`src/rtl/fdct4_serial.sv`:
```
// Forward 4-point HEVC core transform, one 1-D pass: four samples in serially,
// even/odd butterfly in a single cycle, four rounded/shifted/saturated coefficients out.
module fdct4_serial #(
    parameter int IN_W  = 25,
    parameter int OUT_W = 25,
    parameter int SHIFT = 1,
    parameter int ADD   = 1
) (
    input  logic                    clk,
    input  logic                    reset,
    input  logic                    in_valid,
    output logic                    in_ready,
    input  logic signed [IN_W-1:0]  d_in,
    output logic                    out_valid,
    input  logic                    out_ready,
    output logic signed [OUT_W-1:0] d_out,
    output logic [1:0]              out_idx
);

    localparam int IW = IN_W + 10;
    localparam logic signed [IW-1:0] C83   = IW'(83);
    localparam logic signed [IW-1:0] C36   = IW'(36);
    localparam logic signed [IW-1:0] ADD_S = IW'(ADD);
    localparam logic signed [IW-1:0] MAXV  = {{(IW-OUT_W+1){1'b0}}, {(OUT_W-1){1'b1}}};
    localparam logic signed [IW-1:0] MINV  = {{(IW-OUT_W+1){1'b1}}, {(OUT_W-1){1'b0}}};

    typedef enum logic [1:0] {LOAD, CALC, SEND} state_t;

    state_t                  r_state;
    state_t                  w_next;
    logic [1:0]              r_cnt;
    logic [1:0]              r_k;
    logic signed [IN_W-1:0]  r_x    [4];
    logic signed [OUT_W-1:0] r_coef [4];

    logic                    w_acc;
    logic                    w_hs;
    logic signed [IW-1:0]    w_xe  [4];
    logic signed [IW-1:0]    w_y   [4];
    logic signed [IW-1:0]    w_sh  [4];
    logic signed [OUT_W-1:0] w_sat [4];
    logic signed [IW-1:0]    w_e0, w_e1, w_o0, w_o1;

    assign w_acc = in_valid && in_ready;
    assign w_hs  = out_valid && out_ready;

    always_ff @(posedge clk or negedge reset) begin
        if (!reset) r_state <= LOAD;
        else        r_state <= w_next;
    end

    always_comb begin
        w_next = r_state;
        case (r_state)
            LOAD:    if (w_acc && r_cnt == 2'd3) w_next = CALC;
            CALC:    w_next = SEND;
            SEND:    if (w_hs && r_k == 2'd3) w_next = LOAD;
            default: w_next = LOAD;
        endcase
    end

    // Butterfly runs at IN_W+10 bits, wide enough that no intermediate can overflow.
    always_comb begin
        for (int i = 0; i < 4; i++) begin
            w_xe[i] = {{(IW-IN_W){r_x[i][IN_W-1]}}, r_x[i]};
        end
        w_e0   = w_xe[0] + w_xe[3];
        w_e1   = w_xe[1] + w_xe[2];
        w_o0   = w_xe[0] - w_xe[3];
        w_o1   = w_xe[1] - w_xe[2];
        w_y[0] = (w_e0 + w_e1) <<< 6;
        w_y[2] = (w_e0 - w_e1) <<< 6;
        w_y[1] = C83 * w_o0 + C36 * w_o1;
        w_y[3] = C36 * w_o0 - C83 * w_o1;
        for (int i = 0; i < 4; i++) begin
            w_sh[i] = (w_y[i] + ADD_S) >>> SHIFT;
            if (w_sh[i] > MAXV)      w_sat[i] = MAXV[OUT_W-1:0];
            else if (w_sh[i] < MINV) w_sat[i] = MINV[OUT_W-1:0];
            else                     w_sat[i] = w_sh[i][OUT_W-1:0];
        end
    end

    always_ff @(posedge clk or negedge reset) begin
        if (!reset) begin
            r_cnt     <= '0;
            r_k       <= '0;
            in_ready  <= 1'b1;
            out_valid <= 1'b0;
            d_out     <= '0;
            out_idx   <= '0;
            // NOTE: sample/coefficient storage is only 8 words, so clearing it on reset is cheap and keeps d_out deterministic.
            for (int i = 0; i < 4; i++) begin
                r_x[i]    <= '0;
                r_coef[i] <= '0;
            end
        end else begin
            in_ready  <= (w_next == LOAD);
            out_valid <= (w_next == SEND);
            case (r_state)
                LOAD: begin
                    if (w_acc) begin
                        r_x[r_cnt] <= d_in;
                        r_cnt      <= r_cnt + 2'd1;
                    end
                end
                CALC: begin
                    for (int i = 0; i < 4; i++) r_coef[i] <= w_sat[i];
                    r_k     <= 2'd0;
                    d_out   <= w_sat[0];
                    out_idx <= 2'd0;
                end
                SEND: begin
                    if (w_hs) begin
                        if (r_k == 2'd3) begin
                            r_k     <= 2'd0;
                            d_out   <= '0;
                            out_idx <= 2'd0;
                        end else begin
                            r_k     <= r_k + 2'd1;
                            d_out   <= r_coef[r_k + 2'd1];
                            out_idx <= r_k + 2'd1;
                        end
                    end
                end
                default: ;
            endcase
        end
    end

endmodule

```
`config.mk`:
```
export PLATFORM = sky130hd
export DESIGN_NAME = fdct4_serial
export DESIGN_NICKNAME = d
export VERILOG_FILES = /design/src/rtl/fdct4_serial.sv
export SDC_FILE = /design/constraint.sdc
export NUM_CORES = 1
export LEC_CHECK = 0
export CAP_MARGIN = 20
export CORE_ASPECT_RATIO = 2
export CORE_MARGIN = 4
export CORE_UTILIZATION = 29
export CTS_CLUSTER_DIAMETER = 30
export DETAILED_ROUTE_END_ITERATION = 10
export PLACE_DENSITY = 0.45
export SYNTH_ARGS = -nofsm -noshare
export SYNTH_HDL_FRONTEND = slang
export SYNTH_SLANG_ARGS = --single-unit
export TNS_END_PERCENT = 50
```
`constraint.sdc`:
```
create_clock -name clk -period 13.9 [get_ports clk]
set_input_delay 2.78 -clock clk [delete_from_list [all_inputs] [get_ports clk]]
set_output_delay 2.78 -clock clk [all_outputs]
set_load 0.01 [all_outputs]
```
* Yosys cells after proc, flatten, opt, wreduce, memory -nomap -nowiden *
Cells that the tools add are included.

cells by class
  $add $sub $neg = 14
  magnitude comparators = 11
  reductions and logical operators = 10
  bitwise logic cells = 2
  $mul = 4
  muxes and demuxes = 23
  equality and inequality tests = 6

operator list
  operator                 count
  $mux W25                 13
  $bwmux W100              1
  $add A35 B2 Y35 const B  2
  $add A33 B2 Y34 const B  2
  $gt A34 B25 Y1 const B   2
  $lt A34 B25 Y1 const B   2
  $mul A8 B26 Y34 const A  2
  $gt A33 B25 Y1 const B   2
  $lt A33 B25 Y1 const B   2
  $mul A5 B26 Y31 const A  2
  $add A25 B25 Y26         2
  $sub A25 B25 Y26         2
  $bmux W25 S2             1
  $demux W25 S2            1
  $pmux W25 S2             1
  $add A34 B33 Y35         1
  $sub A33 B34 Y35         1
  $add A26 B26 Y27         1
  $sub A26 B26 Y27         1
  $eq A2 B2 Y1 const B     4
  $mux W2                  4
  $ge A3 B3 Y1 const B     2
  $not A2 Y3               2
  $pmux W2 S3              1
  other kinds (9)          16

word-level totals
  output and inout bits = 29
  bits in registers = 233
  logic and storage cells = 84

* Logic depth before layout (Yosys ltp) *
Gate-level depths: netlist (run 1).

  depth after elaboration = 8
  depth in mapped cells = 43
  depth with buffers taken out = 41

* Worst setup path before layout (run 1) *
Ideal clock, no wire load.

  path kind = register to register
  start point = register r_x[26] (netlist name)
  end point = register r_coef[73] (netlist name)
  required time = 13.760 ns
  setup slack = 4.769 ns
  clock period less this slack = 9.131 ns
  arrival = 8.991 ns
  path buffers = 1
  stages on the path, launching flop included = 41
  path through = dfrtp_1 inv_1 ha_1 nor2b_1 o31a_1 nor4_1 o31ai_1 a21oi_1 o21bai_1 xnor2_1 inv_1 ha_1 ha_1 a21o_1 a21o_1 a21oi_1 nor2b_1 a211oi_1 [5 not listed] fa_1 inv_1 ha_1 fa_1 inv_1 fa_1 inv_1 ha_1 and3_1 nand2_1 nor4b_1 a211oi_1 o31ai_2 nor4_1 a311oi_2 a21boi_1 clkbuf_1 o311ai_1

between the ends
  word-level cells in the longest chain between the ends = 7
  elaborated cells on any way between the ends = 8
  those cells by class = 3 x add/sub; 1 x mul; 2 x order compare; 2 x mux

RTL lines
  what                               line  text
  from (decl)                        33    logic signed [IN_W-1:0] r_x [4];
  from (signal, indexed assignment)  102   r_x[r_cnt] <= d_in;
  $sub A25 B25 Y26 (*)               70    w_o1 = w_xe[1] - w_xe[2];
  $mul A5 B26 Y31 (*)                73    w_y[1] = C83 * w_o0 + C36 * w_o1;
  $add A34 B33 Y35 (*)               73
  $add A35 B2 Y35 (*)                76    w_sh[i] = (w_y[i] + ADD_S) >>> SHIFT;
  $lt A34 B25 Y1                     78    else if (w_sh[i] < MINV) w_sat[i] = MINV[OUT_W-1:0];
  $mux W25                           78
  $mux W25 (*)                       77    if (w_sh[i] > MAXV) w_sat[i] = MAXV[OUT_W-1:0];
  to (signal, indexed assignment)    94    r_coef[i] <= '0;
  to (decl)                          34    logic signed [OUT_W-1:0] r_coef [4];

Mark *: on every way between the ends. The rest lies on a longest branch, timed or not.
A chain may end at the register's enable or synchronous reset.

* Worst setup path after layout (run 1) *
  start point = register r_x[26] (netlist name)
  end point = register r_coef[53] (netlist name)

Same word-level chain as after synthesis.

==> insert_results.sql, run 1 <==
INSERT INTO impl_metrics (metric_group, metric, value, unit) VALUES
('die', 'rows', '164', ''),
('sta', 'setup_total_negative_slack', '0', 'ns'),
('yosys', 'cells_after_synthesis', '3385', ''),
('route', 'highest_layer', 'met4', ''),
('finish', 'syn2layout_area_growth', '12.1', '%'),
('finish', 'final-seq-area', '5630', 'um^2'),
('critical_path', 'critical_path.max_fanout', '20', ''),
('yosys', 'synth_top_area_share', '0.191', ''),
('critical_path', 'timing.setup.critical_path_class', 'flop to flop', ''),
('sta', 'final_min_period_over_clock_period', '0.833', ''),
('die', 'placeable_core_region', '100000', 'um^2'),
('die', 'die_area', '107000', 'um^2'),
('hold_path', 'min_path_cells', '2', ''),
('yosys', 'synth_cell_type_count', '88', ''),
('route', 'wl_met2', '55300', 'um'),
('critical_path', 'worst-r2r-setup-slack', '2.32', 'ns'),
('sta', 'timing_max_transition_violations_final', '0', ''),
('sta', 'relSlewSlack', '0.134', ''),
('route', 'drt_pre_antenna_iters', '7', ''),
('placed_design', 'globalplace.congestion', '0.877', ''),
('yosys', 'synth_area_leader_cell', 'sky130_fd_sc_hd__dfrtp_1', ''),
('sta', 'rsz0062_at_grt', 'no', ''),
('yosys', 'syn_area', '29300', 'um^2'),
('route', 'drc', '0', ''),
('clock_network', 'cts_sinks', '225', ''),
('critical_path', 'slowest_delay', '0.74', 'ns'),
('route', 'avgViaCountPerCell', '5.00', ''),
('die', 'num_io_pins', '58', ''),
('yosys', 'synthFlopType', 'sky130_fd_sc_hd__dfrtp_1', ''),
('clock_network', 'cts-hold-fix-buffers', '0', ''),
('sta', 'setup_viol', '0', ''),
('run_status', 'status', 'complete, no violations', ''),
('clock_network', 'cts-buffers-inserted', '39', ''),
('grt', 'global_route.overflow_total', '0', ''),
('route', 'total_detailed_routing_wirelength', '97800', 'um'),
('yosys', 'postSynth.asyncResetShare', '1.00', ''),
('clock_network', 'clk_root_buffer_cell', 'sky130_fd_sc_hd__clkbuf_16', ''),
('yosys', 'yosys-top-cells-area', 'sky130_fd_sc_hd__dfrtp_1 (19%), sky130_fd_sc_hd__ha_1 (19%), sky130_fd_sc_hd__fa_1 (11%), sky130_fd_sc_hd__xnor2_1 (5.7%), sky130_fd_sc_hd__inv_1 (5.7%)', ''),
('die', 'initial_utilization', '0.293', ''),
('grt', 'combined_global_route_utilization_of_all_metal_layers', '0.181', ''),
('sta', 'worstMarginPinSlew', '1.28', 'ns'),
('clock_network', 'htree_levels', '2', ''),
('finish', 'drive_above_1_share', '0.0815', ''),
('critical_path', 'worst_setup_path_end_kind', 'flop', ''),
('grt', 'grt_max_degree', '81', ''),
('clock_network', 'post-cts-setup-buffer-count', '0', ''),
('hold_path', 'hold_removal_path_class', 'flop to flop', ''),
('sta', 'min_period', '11.58', 'ns'),
('sta', 'timing.clock.skew', '0.0339', 'ns'),
('clock_network', 'clk_pin_slew_worst_paths', '0.06', 'ns'),
('critical_path', 'timing.rr.start', 'r_x[26]', ''),
('finish', 'nFillCells', '10800', ''),
('placed_design', 'half_perimeter_wire_length_after_detailed_placement', '83000', 'um'),
('finish', 'final_cell_mix', 'sky130_fd_sc_hd__inv_1 (444), sky130_fd_sc_hd__ha_1 (435), sky130_fd_sc_hd__nor2_1 (288)', ''),
('die', 'die_h', '458', 'um'),
('clock_network', 'cts.path.max_buffers', '3', ''),
('clock_network', 'tritoncts', 'yes', ''),
('clock_network', 'clock_latency', '0.59', 'ns'),
('yosys', 'count_of_state_elements_after_synthesis', '225', ''),
('route', 'dr_total_vias', '23900', ''),
('grt', 'grt_first_pass_wirelength', '148000', 'um'),
('route', 'wl_met1', '36100', 'um'),
('route', 'detail-route-antenna-nets', '0', ''),
('route', 'dr_wl_met3', '1910', 'um'),
('critical_path', 'critical_path_arrival', '12.00', 'ns'),
('yosys', 'synth_sequential_area_ratio', '0.192', ''),
('yosys', 'syn-num-nets', '4006', ''),
('critical_path', 'crit_path_start_kind', 'flop', ''),
('clock_network', 'cts-resized-gates', '0', ''),
('hold_path', 'worstHoldEndpoint', 'r_coef[51]', ''),
('finish', 'final_net_count', '4040', '');
## sequential cells by signal, indices dropped and copies added (netlist names)
register   cells
r_state        2
d_out         25
r_cnt          2
out_valid      1
r_x          100
r_coef        92
r_k            2
in_ready       1
## cells in the mapped netlist (32+ instances only)
cell and n:
sky130_fd_sc_hd__o21a_1 34, sky130_fd_sc_hd__inv_1 444, sky130_fd_sc_hd__nand2b_1 34, sky130_fd_sc_hd__a21o_1 73, sky130_fd_sc_hd__nor2b_1 32, sky130_fd_sc_hd__o31ai_1 35
sky130_fd_sc_hd__xor2_1 73, sky130_fd_sc_hd__mux2_2 81, sky130_fd_sc_hd__fa_1 157, sky130_fd_sc_hd__o21bai_1 38, sky130_fd_sc_hd__o21ai_0 165, sky130_fd_sc_hd__xnor2_1 191
sky130_fd_sc_hd__clkbuf_1 92, sky130_fd_sc_hd__nor2_1 288, sky130_fd_sc_hd__a21oi_1 244, sky130_fd_sc_hd__dfrtp_1 224, sky130_fd_sc_hd__ha_1 435, sky130_fd_sc_hd__nand3_1 37
sky130_fd_sc_hd__nand2_1 216, sky130_fd_sc_hd__nor3_1 49
## through the flow
| stage | hold WS (ns) | instance area [um^2] | util | setup WS, ns | std cells |
|---|---|---|---|---|---|
| 6_report | 0.472 | 32900 | 0.329 | 2.32 | 4778 |
| 3_3_place_gp | 0.455 | 31500 | 0.315 | 2.38 | 4704 |
| 5_1_grt | 0.500 | 32900 | 0.329 | 1.55 | 4778 |
| 4_1_cts | 0.480 | 32900 | 0.328 | 2.19 | 4776 |
| 3_5_place_dp | 0.467 | 31600 | 0.315 | 2.29 | 4705 |
| 2_1_floorplan | 0.441 | 29300 | - | 4.77 | 3385 |
## how the worst max path moves through the flow
stage | startpoint | end | slack [ns]
after floorplan | r_x[26] | r_coef[73] | 4.77
after global placement | r_x[26] | r_coef[53] | 2.38
after detailed placement | r_x[26] | r_coef[53] | 2.29
after CTS | r_x[26] | r_coef[53] | 2.19
after global routing | r_x[26] | r_coef[53] | 1.55
final | r_x[26] | r_coef[53] | 2.32
## logic make-up (layout without fill, tap and decap cells)
logic type / count (synthesis) / count (layout) / synth area share
compound gates: 842 / 842 / 0.192
xor+xnor: 264 / 264 / 0.0788
fa+ha+maj: 592 / 592 / 0.293
buf+inv: 569 / 633 / 0.0742
flops: 225 / 225 / 0.192
mux: 104 / 104 / 0.0475
other cells: 0 / 1 / 0
simple gates: 789 / 789 / 0.123
## per-layer routing
| metal | vias up | global-route usage |
|---|---|---|
| li1 | 11700 | - |
| met1 | 11600 | 0.185 |
| met2 | 360 | 0.365 |
| met3 | 152 | 0.0137 |
| met4 | 0 | 0.0765 |
| met5 | - | 0 |
## worst max-delay path, delay by kind of cell, from the launching register on
kind	cells	cell delay (ns)
compound gates	17	4.80
xor+xnor	3	0.68
fa+ha+maj	8	3.09
buf+inv	5	0.52
flops	1	0.41
simple gates	7	1.90
## final cells by class
cell class	instances	share of cell area
Antenna cell	1	0.0000761
Sequential cell	225	0.171
Timing Repair Buffer	111	0.0300
Clock inverter	24	0.00890
Multi-Input combinational cell	2591	0.656
Tap cell	1328	0.0505
Inverter	451	0.0515
Clock buffer	47	0.0315
Power of run 1 is left out: the tool's default activity adds up to more than one toggle a clock period on the data nets, which glitch-free logic cannot reach.
==> inputs of run 2 (changes only) <==
==> constraint.sdc (replaced) <==
create_clock -name clk -period 11 [get_ports clk]
set_input_delay 2.2 -clock clk [delete_from_list [all_inputs] [get_ports clk]]
set_output_delay 2.2 -clock clk [all_outputs]
set_load 0.01 [all_outputs]
==> run 2 against run 1 <==
Against the previous run: clock skew increased by 0.013 ns; sequential share of layout area decreased by 0.20 points; first-iteration DRC count decreased by 13%.
==> insert_results.sql, run 2 (synthesis gave the netlist of run 1 again) <==
INSERT INTO impl_metrics (metric_group, metric, value, unit) VALUES
('die', 'die_h', '458', 'um'),
('critical_path', 'cp.buffers_inverters', '9', ''),
('die', 'rows', '164', ''),
('finish', 'fin_cells', '4812', ''),
('finish', 'n_antenna_cell', '0', ''),
('finish', 'final_core_utilization', '0.332', ''),
('clock_network', 'clk_root_buffer_cell', 'sky130_fd_sc_hd__clkbuf_16', ''),
('sta', 'worstMarginPinSlew', '1.13', 'ns'),
('critical_path', 'reg2reg_to', 'r_coef[53]', ''),
('route', 'highest_layer', 'met4', ''),
('die', 'num_io_pins', '58', ''),
('critical_path', 'r2r_cells', '44', ''),
('grt', 'combined_global_route_utilization_of_all_metal_layers', '0.182', ''),
('hold_path', 'hold_removal_path_class', 'flop to flop', ''),
('critical_path', 'crit_family', 'compound AO/OA/AOI/OAI gates', ''),
('finish', 'syn2layout_area_growth', '13.5', '%'),
('critical_path', 'worst_ep_required_time', '11.44', 'ns'),
('placed_design', 'globalplace.congestion', '0.880', ''),
('sta', 'final.setup.worst_slack', '0.614', 'ns'),
('clock_network', 'cts-buffers-inserted', '42', ''),
('hold_path', 'worst_hold_startpoint', 'r_coef[80]', ''),
('finish', 'final_cell_mix', 'sky130_fd_sc_hd__inv_1 (444), sky130_fd_sc_hd__ha_1 (435), sky130_fd_sc_hd__nor2_1 (288)', ''),
('critical_path', 'slowest_delay', '0.55', 'ns'),
('clock_network', 'cts-hold-fix-buffers', '0', ''),
('sta', 'maxClockFrequency', '96.3', 'MHz'),
('placed_design', 'half_perimeter_wire_length_after_detailed_placement', '83600', 'um'),
('finish', 'nFillCells', '10700', ''),
('job', 'max_cap_viols', '0', ''),
('critical_path', 'timing.rr.start', 'r_x[26]', ''),
('sta', 'timing_max_transition_violations_final', '0', ''),
('placed_design', 'port_buffers', '57', ''),
('route', 'avgViaCountPerCell', '4.99', ''),
('route', 'dr_wl_met3', '2220', 'um'),
('finish', 'leading_cell_type_in_the_layout_fill_and_taps_excluded', 'sky130_fd_sc_hd__inv_1', ''),
('critical_path', 'critical_path.max_fanout', '21', ''),
('finish', 'largest_reg_flops', '100', ''),
('clock_network', 'cts.path.max_buffers', '3', ''),
('route', 'drc', '0', ''),
('critical_path', 'critical_path_arrival', '10.83', 'ns'),
('sta', 'relSlewSlack', '0.229', ''),
('sta', 'min_period', '10.39', 'ns'),
('grt', 'grt_antenna_before_repair', '0', ''),
('route', 'drt_pre_antenna_iters', '5', ''),
('grt', 'grt_first_pass_wirelength', '150000', 'um'),
('die', 'die_w', '233', 'um'),
('sta', 'setup_total_negative_slack', '0', 'ns'),
('clock_network', 'post-cts-setup-buffer-count', '0', ''),
('placed_design', 'pre_cts_setup_slack', '0.401', 'ns'),
('finish', 'final_net_count', '4071', ''),
('clock_network', 'cts_sinks', '225', ''),
('clock_network', 'clock_latency', '0.60', 'ns'),
('sta', 'final_min_period_over_clock_period', '0.944', ''),
('hold_path', 'min_path_cells', '2', ''),
('grt', 'number_of_global_route_vias_before_repair', '25700', ''),
('sta', 'rsz0062_at_grt', 'no', ''),
('critical_path', 'timing.critical_path.mode_cell', 'sky130_fd_sc_hd__inv_1', ''),
('route', 'dr_total_vias', '24000', ''),
('route', 'drt_iter0_markers', '975', ''),
('grt', 'global_route.overflow_total', '0', ''),
('die', 'placeable_core_region', '100000', 'um^2'),
('grt', 'grt_max_degree', '87', ''),
('critical_path', 'worst-r2r-setup-slack', '0.61', 'ns'),
('route', 'routed_wire_length_per_instance', '20.4', 'um'),
('route', 'wl_met2', '55300', 'um'),
('route', 'detail-route-antenna-nets', '0', ''),
('critical_path', 'timing.setup.critical_path_class', 'flop to flop', ''),
('placed_design', 'numPlacedInstances', '4733', ''),
('sta', 'setup_viol', '0', ''),
('critical_path', 'worst_setup_path_end_kind', 'flop', ''),
('hold_path', 'worstHoldEndpoint', 'r_coef[80]', ''),
('finish', 'largest-register', 'r_x', ''),
('route', 'total_detailed_routing_wirelength', '98000', 'um'),
('sta', 'hold_violations', '0', ''),
('critical_path', 'crit_path_start_kind', 'flop', ''),
('die', 'die_area', '107000', 'um^2'),
('clock_network', 'clk_pin_slew_worst_paths', '0.05', 'ns'),
('clock_network', 'tritoncts', 'yes', ''),
('route', 'wl_met1', '35600', 'um'),
('critical_path', 'cpMaxStageDelayCell', 'sky130_fd_sc_hd__fa_1', ''),
('run_status', 'status', 'complete, no violations', ''),
('clock_network', 'htree_levels', '2', ''),
('sta', 'timing.clock.skew', '0.0472', 'ns'),
('finish', 'drive_above_1_share', '0.0918', ''),
('die', 'initial_utilization', '0.293', ''),
('finish', 'reg.largest.list', 'r_x (100), r_coef (92), d_out (25)', '');
==> run 2: cell types whose count changed in the layout (fill, tap and decap cells not counted), moves of 3 or more <==
cell / previous run / this run
sky130_fd_sc_hd__buf_4: 52 / 80
sky130_fd_sc_hd__inv_6: 1 / 7
sky130_fd_sc_hd__clkinv_2: 2 / 6
sky130_fd_sc_hd__clkinvlp_4: 10 / 4
sky130_fd_sc_hd__clkbuf_16: 39 / 42
==> run 2: layout make-up <==
| cell class | count | area, um^2 | area share |
|---|---|---|---|
| clock buffer | 47 | 1090 | 0.0327 |
| clock inverter | 31 | 399 | 0.0120 |
| inverter | 451 | 1690 | 0.0508 |
| multi-input combinational | 2591 | 21600 | 0.649 |
| sequential | 225 | 5630 | 0.169 |
| tap | 1328 | 1660 | 0.0499 |
| timing repair buffer | 139 | 1210 | 0.0363 |
==> run 2: worst max path at each step <==
stage                     slack [ns]          to  startpoint  cells past startpoint
final                           0.61  r_coef[53]     r_x[26]                     44
after global routing            0.02  r_coef[53]     r_x[52]                     36
after CTS                       0.30  r_coef[53]     r_x[26]                     43
after detailed placement        0.40  r_coef[53]     r_x[26]                     43
after global placement          0.23  r_coef[53]     r_x[50]                     38
after floorplan                 1.87  r_coef[73]     r_x[26]                     40
==> run 2: worst reg2reg max path, delay by kind of cell (launching register included) <==
family / cells / cell delay, ns
adders and majority gates: 8 / 3.06
DFF: 1 / 0.40
xor gates and xnor gates: 3 / 0.71
and+or+nand+nor: 7 / 1.32
AOI/OAI and AO/OA: 17 / 3.67
buffers and inverters: 9 / 1.07
==> run 2: per-layer routing <==
metal  track usage  up-vias
met4        0.0807        0
li1              -    11800
met5             0        -
met2         0.364      368
met1         0.186    11700
met3        0.0156      162
==> run 2: timing repair <==
item | CTS | global route
setup endpoints to repair | 0 | 24
endpoints found under the hold margin | 0 | 0
resized for setup | 0 | 4
==> run 2: stage by stage <==
step	hold WS [ns]	area [um^2]
finish	0.476	33300
global route	0.487	33300
CTS	0.480	33200
detailed placement	0.468	31800
global placement	0.459	31800
floorplan	0.441	29300
Power of run 2 is left out for the same reason.
==> inputs of run 3 (changes only) <==
--- a/config.mk
+++ b/config.mk
@@ -11,7 +11,9 @@
 export CORE_UTILIZATION = 29
 export CTS_CLUSTER_DIAMETER = 30
 export DETAILED_ROUTE_END_ITERATION = 10
-export PLACE_DENSITY = 0.45
+export DONT_BUFFER_PORTS = 1
+export GPL_TIMING_DRIVEN = 0
+export PLACE_DENSITY = 0.47
 export SYNTH_ARGS = -nofsm -noshare
 export SYNTH_HDL_FRONTEND = slang
 export SYNTH_SLANG_ARGS = --single-unit
==> run 3 against run 2 <==
Against the previous run: fmax fell by 2.3%; via count up 1.5%; flip-flop and latch count unchanged; non-clock buffer count up 3; highest routed layer unchanged.
==> insert_results.sql, run 3 (synthesis gave the netlist of run 1 again) <==
INSERT INTO impl_metrics (metric_group, metric, value, unit) VALUES
('run_status', 'status', 'complete, no violations', ''),
('sta', 'timing.clock.skew', '0.0359', 'ns'),
('critical_path', 'crit_path_start_kind', 'flop', ''),
('grt', 'routing_usage_on_met2', '0.396', ''),
('sta', 'relSlewSlack', '0.188', ''),
('route', 'drc', '0', ''),
('job', 'max_cap_viols', '0', ''),
('critical_path', 'timing.setup.critical_path_class', 'flop to flop', ''),
('sta', 'maxClockFrequency', '94.1', 'MHz'),
('finish', 'nFillCells', '10800', ''),
('critical_path', 'timing.critical_path.mode_cell', 'sky130_fd_sc_hd__a21oi_1', ''),
('critical_path', 'critical_path_arrival', '11.07', 'ns'),
('sta', 'worstMarginPinSlew', '1.21', 'ns'),
('die', 'initial_utilization', '0.293', ''),
('critical_path', 'r2r_cells', '35', ''),
('finish', 'final_cell_mix', 'sky130_fd_sc_hd__inv_1 (443), sky130_fd_sc_hd__ha_1 (434), sky130_fd_sc_hd__nor2_1 (288)', ''),
('die', 'num_io_pins', '58', ''),
('route', 'total_detailed_routing_wirelength', '102000', 'um'),
('grt', 'grt_use_met3', '0.0204', ''),
('sta', 'hold_violations', '0', ''),
('grt', 'grt_met1_use', '0.168', ''),
('die', 'placeable_core_region', '100000', 'um^2'),
('critical_path', 'worst_setup_path_end_kind', 'flop', ''),
('clock_network', 'clk_root_buffer_cell', 'sky130_fd_sc_hd__clkbuf_16', ''),
('finish', 'final_core_utilization', '0.330', ''),
('finish', 'final_net_count', '4071', ''),
('hold_path', 'hold_removal_path_class', 'flop to flop', ''),
('sta', 'fin_worst_hold_slack', '0.477', 'ns'),
('critical_path', 'worst_ep_required_time', '11.44', 'ns'),
('die', 'die_w', '233', 'um'),
('finish', 'drive_above_1_share', '0.0919', ''),
('route', 'drt_iter0_markers', '1013', ''),
('sta', 'min_period', '10.63', 'ns'),
('grt', 'combined_global_route_utilization_of_all_metal_layers', '0.187', ''),
('route', 'routed_wire_length_per_instance', '21.1', 'um'),
('clock_network', 'clock_latency', '0.60', 'ns'),
('finish', 'syn2layout_area_growth', '12.5', '%'),
('route', 'drt_pre_antenna_iters', '9', ''),
('grt', 'grt_most_used_layer', 'met2', ''),
('clock_network', 'tritoncts', 'yes', ''),
('grt', 'global_route.overflow_total', '0', ''),
('sta', 'final_min_period_over_clock_period', '0.966', ''),
('finish', 'reg.largest.list', 'r_x (100), r_coef (92), d_out (25)', ''),
('die', 'rows', '164', ''),
('critical_path', 'slowest_delay', '0.81', 'ns'),
('critical_path', 'cpMaxStageDelayCell', 'sky130_fd_sc_hd__o311ai_0', ''),
('sta', 'timing_max_transition_violations_final', '0', ''),
('grt', 'grt_first_pass_wirelength', '153000', 'um'),
('placed_design', 'globalplace.congestion', '0.879', ''),
('placed_design', 'half_perimeter_wire_length_after_detailed_placement', '88200', 'um'),
('finish', 'largest-register', 'r_x', ''),
('route', 'dr_total_vias', '24400', ''),
('clock_network', 'cts-buffers-inserted', '39', ''),
('grt', 'grt_max_degree', '226', ''),
('finish', 'leading_cell_type_in_the_layout_fill_and_taps_excluded', 'sky130_fd_sc_hd__inv_1', ''),
('grt', 'grt_antenna_before_repair', '2', ''),
('sta', 'setup_viol', '0', ''),
('critical_path', 'critical_path.max_fanout', '10', ''),
('clock_network', 'cts_sinks', '225', ''),
('clock_network', 'clk_pin_slew_worst_paths', '0.05', 'ns'),
('grt', 'number_of_global_route_vias_before_repair', '26300', ''),
('route', 'avgViaCountPerCell', '5.07', ''),
('clock_network', 'htree_levels', '2', ''),
('die', 'die_area', '107000', 'um^2'),
('hold_path', 'min_path_cells', '2', ''),
('finish', 'largest_reg_flops', '100', ''),
('clock_network', 'cts.path.max_buffers', '3', ''),
('placed_design', 'port_buffers', '0', ''),
('clock_network', 'cts-hold-fix-buffers', '0', ''),
('route', 'detail-route-antenna-nets', '0', ''),
('die', 'die_h', '458', 'um');
[run 3: cell type report]
type                       instances  area, um^2  share of cell area
timing repair buffer              26         206             0.00626
tap                             1328        1660              0.0503
multi-input combinational       2591       21900               0.664
clock buffer                      49        1090              0.0331
buffer                           116         497              0.0151
sequential                       225        5630               0.171
inverter                         451        1700              0.0514
clock inverter                    23         310             0.00940
antenna                            1        2.50           0.0000758
[run 3: worst max-delay path: cells and delay by family, from the launching register on]
| kind | cells | cell delay, ns |
|---|---|---|
| AOI/OAI and AO/OA | 19 | 5.56 |
| adders and majority gates | 5 | 1.87 |
| and+or+nand+nor | 6 | 1.04 |
| xor gates and xnor gates | 2 | 0.87 |
| buffers and inverters | 3 | 0.69 |
| DFF | 1 | 0.44 |
[run 3: final timing paths]
check | end | from | slack [ns]
max | r_coef[20] | r_x[1] | 0.37
min | r_coef[24] | r_coef[24] | 0.48
max reg2reg | r_coef[20] | r_x[1] | 0.37
min reg2reg | r_coef[24] | r_coef[24] | 0.48
max in group asynchronous | r_coef[2] | reset | 8.81
min in group asynchronous | r_x[48] | reset | 1.33
[run 3: metal layers]
metal | share of wire | wire length (um)
met5 | 0 | 0
met1 | 0.33 | 33200
met3 | 0.027 | 2720
met4 | 0.057 | 5830
met2 | 0.59 | 59800
[run 3: stage by stage]
stage / instance area, um^2 / TNS, ns / std cells / worst slack [ns]
after global placement: 31000 / -77.42 / 4713 / -2.45
after global routing: 33000 / -0.167 / 4810 / -0.0390
after CTS: 32800 / 0 / 4798 / 0.0449
final: 33000 / 0 / 4810 / 0.372
after detailed placement: 31100 / -54.56 / 4724 / -2.19
after floorplan: 29300 / 0 / 3385 / 1.87
[run 3: what timing repair did]
| action | CTS | global route |
|---|---|---|
| pin swaps | 3 | 12 |
| resized for setup | 44 | 27 |
| endpoints found under the setup margin | 45 | 44 |
| setup buffers | 3 | 10 |
Power of run 3 is left out for the same reason.
